==> config.mk <==
export PLATFORM = sky130hd
export DESIGN_NAME = cavlc_bitstream_writer
export DESIGN_NICKNAME = d
export VERILOG_FILES = /design/src/rtl/cavlc_bitstream_writer.sv
export SDC_FILE = /design/constraint.sdc
export NUM_CORES = 1
export LEC_CHECK = 0
export ABC_AREA = 1
export ABC_CLOCK_PERIOD_IN_PS = 16650
export CAP_MARGIN = 20
export CORE_MARGIN = 5
export CORE_UTILIZATION = 40
export DETAILED_ROUTE_END_ITERATION = 10
export PLACE_DENSITY_LB_ADDON = 0.05
export REMOVE_ABC_BUFFERS = 1
export SLEW_MARGIN = 20
export SYNTH_ARGS = -nofsm -noshare
export SYNTH_HDL_FRONTEND = slang
export SYNTH_SLANG_ARGS = --single-unit
==> constraint.sdc <==
create_clock -name Clk -period 16.65 [get_ports Clk]
set_clock_uncertainty 0.1 [all_clocks]
set_input_delay 1.665 -clock Clk [delete_from_list [all_inputs] [get_ports Clk]]
set_output_delay 1.665 -clock Clk [all_outputs]
set_load 0.005 [all_outputs]
==> src/rtl/cavlc_bitstream_writer.sv <==
// CAVLC bitstream writer: packs raw VLC codes and H.264 level codes
// MSB-first into 16-bit words, with flush/zero-pad support.
// Ports: Clk/Reset (sync, active-high); SymValid/SymReady/SymKind/SymCode/
//   SymLen/LevelStart/LevelSuffixInit/LevelAdj symbol input;
//   BitstreamData/WrReq/Full sink side; FlushDone flush-complete pulse.
// Optional: define CAVLC_BITCOUNT_EN to add the BitCount output.
module cavlc_bitstream_writer #(
    parameter int ACC_W     = 48,
    parameter int LEVEL_MAX = 2047
) (
    input  logic        Clk,
    input  logic        Reset,
    input  logic        SymValid,
    output logic        SymReady,
    input  logic [1:0]  SymKind,
    input  logic [15:0] SymCode,
    input  logic [4:0]  SymLen,
    input  logic        LevelStart,
    input  logic        LevelSuffixInit,
    input  logic        LevelAdj,
    output logic [15:0] BitstreamData,
    output logic        WrReq,
    input  logic        Full,
`ifdef CAVLC_BITCOUNT_EN
    output logic [15:0] BitCount,
`endif
    output logic        FlushDone
);

    localparam int CW = $clog2(ACC_W + 1);
    localparam logic [CW-1:0] WORD = CW'(16);

    typedef enum logic [1:0] {S_RUN, S_PAD, S_DONE} state_t;

    state_t            state_q, state_d;
    logic [ACC_W-1:0]  acc_q, acc_d;
    logic [CW-1:0]     cnt_q, cnt_d;
    logic [2:0]        sl_q, sl_d;
    logic [15:0]       data_q, data_d;
    logic              wr_q, wr_d;
    logic              fd_q, fd_d;

    // Level encoder signals
    logic [12:0] lvl_abs;
    logic [11:0] mag;
    logic        lvl_zero;
    logic [12:0] lc;
    logic [2:0]  sl_eff, sl_n;
    logic [12:0] thr;
    logic [3:0]  plen, slen;
    logic [11:0] suf;
    logic [4:0]  lev_len;
    logic [27:0] lev_bits;

    // Raw path
    logic [4:0]  raw_len;
    logic [16:0] raw_mask;

    logic        fire;
    logic [4:0]  app_len;
    logic [27:0] app_bits;
    logic [CW-1:0] shamt;

    assign SymReady = (state_q == S_RUN) && (cnt_q < WORD) && !Reset;
    assign fire     = SymValid && SymReady;

    assign BitstreamData = data_q;
    assign WrReq         = wr_q;
    assign FlushDone     = fd_q;

    always_comb begin
        lvl_abs  = SymCode[12] ? (~SymCode[12:0] + 13'd1) : SymCode[12:0];
        mag      = (lvl_abs > 13'(LEVEL_MAX)) ? 12'(LEVEL_MAX) : lvl_abs[11:0];
        lvl_zero = (lvl_abs == 13'd0);
        lc       = SymCode[12] ? ({mag, 1'b0} - 13'd1) : ({mag, 1'b0} - 13'd2);
        if (LevelStart && LevelAdj) lc = lc - 13'd2;
        sl_eff   = LevelStart ? {2'b00, LevelSuffixInit} : sl_q;
        thr      = 13'd15 << sl_eff;
        // Escape (prefix 15, 12-bit suffix) is the default
        plen     = 4'd15;
        slen     = 4'd12;
        suf      = 12'd0;
        if (sl_eff == 3'd0) begin
            if (lc < 13'd14) begin
                plen = lc[3:0];
                slen = 4'd0;
            end else if (lc < 13'd30) begin
                plen = 4'd14;
                slen = 4'd4;
                suf  = 12'(lc - 13'd14);
            end else begin
                suf  = 12'(lc - 13'd30);
            end
        end else if (lc < thr) begin
            plen = 4'(lc >> sl_eff);
            slen = {1'b0, sl_eff};
            suf  = 12'(lc & ((13'd1 << sl_eff) - 13'd1));
        end else begin
            suf  = 12'(lc - thr);
        end
        lev_len  = 5'(plen) + 5'd1 + 5'(slen);
        // Leading zeros are implicit: only the marker 1 and suffix are set
        lev_bits = (28'd1 << slen) | 28'(suf);
        sl_n     = (sl_eff == 3'd0) ? 3'd1 : sl_eff;
        if (sl_n < 3'd6 && {1'b0, mag} > (13'd3 << (sl_n - 3'd1)))
            sl_n = sl_n + 3'd1;
    end

    always_comb begin
        raw_len  = (SymLen > 5'd16) ? 5'd16 : SymLen;
        raw_mask = (17'd1 << raw_len) - 17'd1;
    end

    always_comb begin
        state_d  = state_q;
        acc_d    = acc_q;
        cnt_d    = cnt_q;
        sl_d     = sl_q;
        data_d   = data_q;
        wr_d     = 1'b0;
        fd_d     = 1'b0;
        app_len  = 5'd0;
        app_bits = 28'd0;
        unique case (state_q)
            S_RUN: begin
                if (cnt_q >= WORD) begin
                    if (!Full) begin
                        data_d = acc_q[ACC_W-1 -: 16];
                        wr_d   = 1'b1;
                        acc_d  = acc_q << 16;
                        cnt_d  = cnt_q - WORD;
                    end
                end else if (fire) begin
                    case (SymKind)
                        2'b00: begin
                            app_len  = raw_len;
                            app_bits = {12'd0, SymCode & raw_mask[15:0]};
                        end
                        2'b01: begin
                            if (!lvl_zero) begin
                                app_len  = lev_len;
                                app_bits = lev_bits;
                                sl_d     = sl_n;
                            end
                        end
                        2'b10: state_d = (cnt_q == '0) ? S_DONE : S_PAD;
                        default: ;
                    endcase
                end
            end
            S_PAD: begin
                if (cnt_q == '0) begin
                    state_d = S_DONE;
                end else if (!Full) begin
                    // Bits below cnt are always zero, so the pad is free
                    data_d  = acc_q[ACC_W-1 -: 16];
                    wr_d    = 1'b1;
                    acc_d   = '0;
                    cnt_d   = '0;
                    state_d = S_DONE;
                end
            end
            S_DONE: begin
                fd_d    = 1'b1;
                state_d = S_RUN;
            end
            default: state_d = S_RUN;
        endcase
        shamt = CW'(ACC_W) - cnt_q - CW'(app_len);
        if (app_len != 5'd0) begin
            acc_d = acc_q | ({{(ACC_W-28){1'b0}}, app_bits} << shamt);
            cnt_d = cnt_q + CW'(app_len);
        end
    end

    always_ff @(posedge Clk) begin
        if (Reset) begin
            state_q <= S_RUN;
            acc_q   <= '0;
            cnt_q   <= '0;
            sl_q    <= 3'd0;
            data_q  <= 16'd0;
            wr_q    <= 1'b0;
            fd_q    <= 1'b0;
        end else begin
            state_q <= state_d;
            acc_q   <= acc_d;
            cnt_q   <= cnt_d;
            sl_q    <= sl_d;
            data_q  <= data_d;
            wr_q    <= wr_d;
            fd_q    <= fd_d;
        end
    end

`ifdef CAVLC_BITCOUNT_EN
    logic [15:0] bc_q, bc_d;
    logic [15:0] bc_base;
    logic [16:0] bc_sum;

    always_comb begin
        // The cycle showing FlushDone is the last one the old count is visible
        bc_base = fd_q ? 16'd0 : bc_q;
        bc_sum  = {1'b0, bc_base} + 17'(app_len);
        bc_d    = bc_sum[16] ? 16'hFFFF : bc_sum[15:0];
    end

    always_ff @(posedge Clk) begin
        if (Reset) bc_q <= 16'd0;
        else       bc_q <= bc_d;
    end

    assign BitCount = bc_q;
`endif

endmodule

==> summary.txt <==
Starting Density = 40.83%
Post_cts resized = 0
Vias in the first global route = 9639
ANT nets after route = 0
F_max = 94.85 MHz
Gate Count Post-Synth = 1674
Sequential Area = 1541 um2
Worst-path fanout max = 19
DIE AREA = 26400 um2
DRT iter0 DRCs = 1079
Cell Pwr Density = 96.66 nW/um2
Worst Setup End Kind = register
Fin crit share = 63.32%
Worst reg2reg path depth = 40
Clock root buffer master = clkbuf_16
Status = finished clean
Port Buffers = 48
Routability congestion estimate = 0.9500
Total vias in the final route = 10700
Clock Pin Slew Worst Setup and Hold Paths = 70 ps
Post-Syn Area = 9300 um2
Mean Syn Cell Area = 5.556 um2
Buffers inserted by post-CTS timing repair = 0
Max H-tree Level = 3
Most common cell after layout, fill and taps aside = nand2_1
Worst hold endpoint = acc_q[35]
Initial antenna violation count = 0
Crit Path Class = in -> reg
Biggest cell delay along the critical path = 970 ps
Synth Register Bits = 77
Drt pass-1 iters = 5
Critical path's slowest cell = clkdlybuf4s50_1
Seq pwr share = 22.9%
Switching Share = 50.52%
CORE AREA = 22780 um2
Final setup viols = 0
TritonCTS clock tree = yes
Worst R2R End = acc_q[40]
Post-synth ARST share = 0%
Sum of negative setup slack = 0 ps
Slew @ Worst Pin = 950.2 ps
CP Data Required Time = 16840 ps
Sequential element share of the synthesized area = 16.57%
Synth warn = 0
Relative slew slack = 35.99%
GRT Total Usage = 24.23%
Vias per inst = 5.338
Critical path arrival = 10740 ps
TritonCTS Sinks = 77
Setup crit start kind = input pin
Unrepaired setup endpoints after global routing = false
IO Count = 49
Final HPWL DP = 25.36 mm
Clock Latency Late Sink = 350 ps
Aggregate global routing overflow = 0
Hold path startpoint = acc_q[35]
Pin count of the biggest net entering global routing = 36
Critical R2R Launch = sl_q[1]
Comb power frac = 57.6%
Clk buf depth = 2
Switching Power = 504.4 uW
Average wire per standard cell = 15.90 um
Yosys cell types = 53
EDFF count, synth = 0
Max-cap violation count = 0
Routed WL = 31.88 mm
# DRC = 0
Worst hold path class = reg -> reg
Ys flop type = dfxtp_1
Final nets = 1770
Ant diodes = 0
P_leak = 4.942 nW
CP dominant cell by count = nand2_1
Share of layout cells above drive strength 1 = 6.797%
Power share of the clock group = 19.5%
P&R area growth vs syn = 11.07%
Num CTS Buffers = 9
Worst vdd ir = 0.00007037 V
Most frequent cells in the layout = nand2_1, nor2_1, nand3_1, inv_1, dfxtp_1
Rows = 55
First-pass GRT wire length = 52.49 mm
Int Pwr = 494.0 uW
Fin. Hold Viols = 0
Tmin final = 10540 ps
Hold slack = 348.8 ps
Final Max Tran Viols = 0
Hold path depth = 2
Die width = 162.5 um
Die H = 162.5 um
R2R setup slack = 8480 ps
Fillers = 2569
Footprint of the multi-input gates = 6855 um2
Hold-fix buffers at CTS = 0
-- registers in the layout, indices dropped and copies added, names as in the netlist --
signal	count
FlushDone	1
BitstreamData	16
state_q	2
acc_q	48
sl_q	3
WrReq	1
cnt_q	6
-- kinds of logic after synthesis --
logic type,synth area share [%]
buffers and inverters,9.902
AOI/OAI and AO/OA,12.31
xor gates and xnor gates,2.529
adders and majority gates,7.453
DFF,16.57
and+or+nand+nor,51.23
-- through the flow --
step / cells / setup slack, ps / area (um2) / utilization (%) / power (mW)
finish: 2005 / 6107 / 10330 / 45.35 / 0.9985
detailed placement: 1989 / 5865 / 10040 / 44.07 / 0.8032
floorplan: 1612 / 6770 / 9029 / - / 0.5973
global route: 2005 / 5358 / 10330 / 45.35 / 1.082
global placement: 1989 / 5902 / 10040 / 44.07 / 0.8062
CTS: 2005 / 6206 / 10330 / 45.35 / 0.9996
-- power groups by stage --
stage               sequential [mW]  clock (mW)  combinational [mW]
finish                        0.229       0.194               0.575
global route                  0.233       0.207               0.642
CTS                           0.229       0.198               0.572
detailed placement            0.233           0               0.570
global placement              0.233           0               0.573
floorplan                     0.232           0               0.365
-- Yosys cell counts (4+ instances only) --
cell type  instances  area share, %
inv_1            156            6.3
nand3_2            7           0.75
nand2_2           18            1.2
dfxtp_1           77             17
inv_2             12           0.48
nor2_2             8           0.54
nor3_1            13           0.70
nor4_1             6           0.40
a211oi_1           5           0.40
xor2_1            19            1.8
fa_1               4           0.86
buf_6              4           0.48
clkbuf_1          49            2.0
nand2_1          601             24
a31oi_1            7           0.47
nand4_1           49            3.3
o21ai_1            8           0.43
o22ai_1            4           0.27
clkinv_1           5           0.20
nand3b_1           6           0.48
o211ai_1           9           0.73
xnor2_1            6           0.57
buf_2              7           0.38
o21ai_0           68            3.7
nand3_1          169            9.1
a21oi_2            4           0.38
nor2_4             8           0.97
nor2_1           180            7.3
ha_1              49            6.6
a21oi_1           71            3.8
or2_2              7           0.47
-- worst max path at each step --
stage / from / end / slack, ps / cells after the start
after floorplan: SymCode[1] / acc_q[17] / 6770 / 49
after global placement: SymCode[0] / acc_q[40] / 5900 / 51
after detailed placement: SymCode[12] / acc_q[40] / 5860 / 49
after CTS: SymCode[12] / acc_q[40] / 6210 / 49
after global routing: SymCode[12] / acc_q[41] / 5360 / 52
final: SymCode[12] / acc_q[40] / 6110 / 49
-- cell type report --
cell class              count  area share [%]
clock buffers               9           2.180
inverters                 173           6.286
multi-input cells        1362           66.36
clock inverters             7          0.6420
flip-flops and latches     77           14.92
well taps                 313           3.791
repair buffers             64           5.814
-- metal layers --
layer / track usage [%] / part of all wire (%) / up-vias
li1: - / - / 5454
met1: 39.72 / 52 / 4852
met2: 33.69 / 39 / 374
met3: 3.037 / 8.0 / 22
met4: 3.576 / 0.78 / 0
met5: 0 / 0 / -
-- worst max-delay path: cells and delay by family --
kind | cells | cell delay, ps
AO/OA/AOI/OAI | 7 | 1490
XOR/XNOR | 1 | 130
adder cells (fa/ha/maj) | 5 | 1480
buffers and inverters | 13 | 2380
AND/OR/NAND/NOR | 23 | 3560
Power figures use the tool's default switching activity.
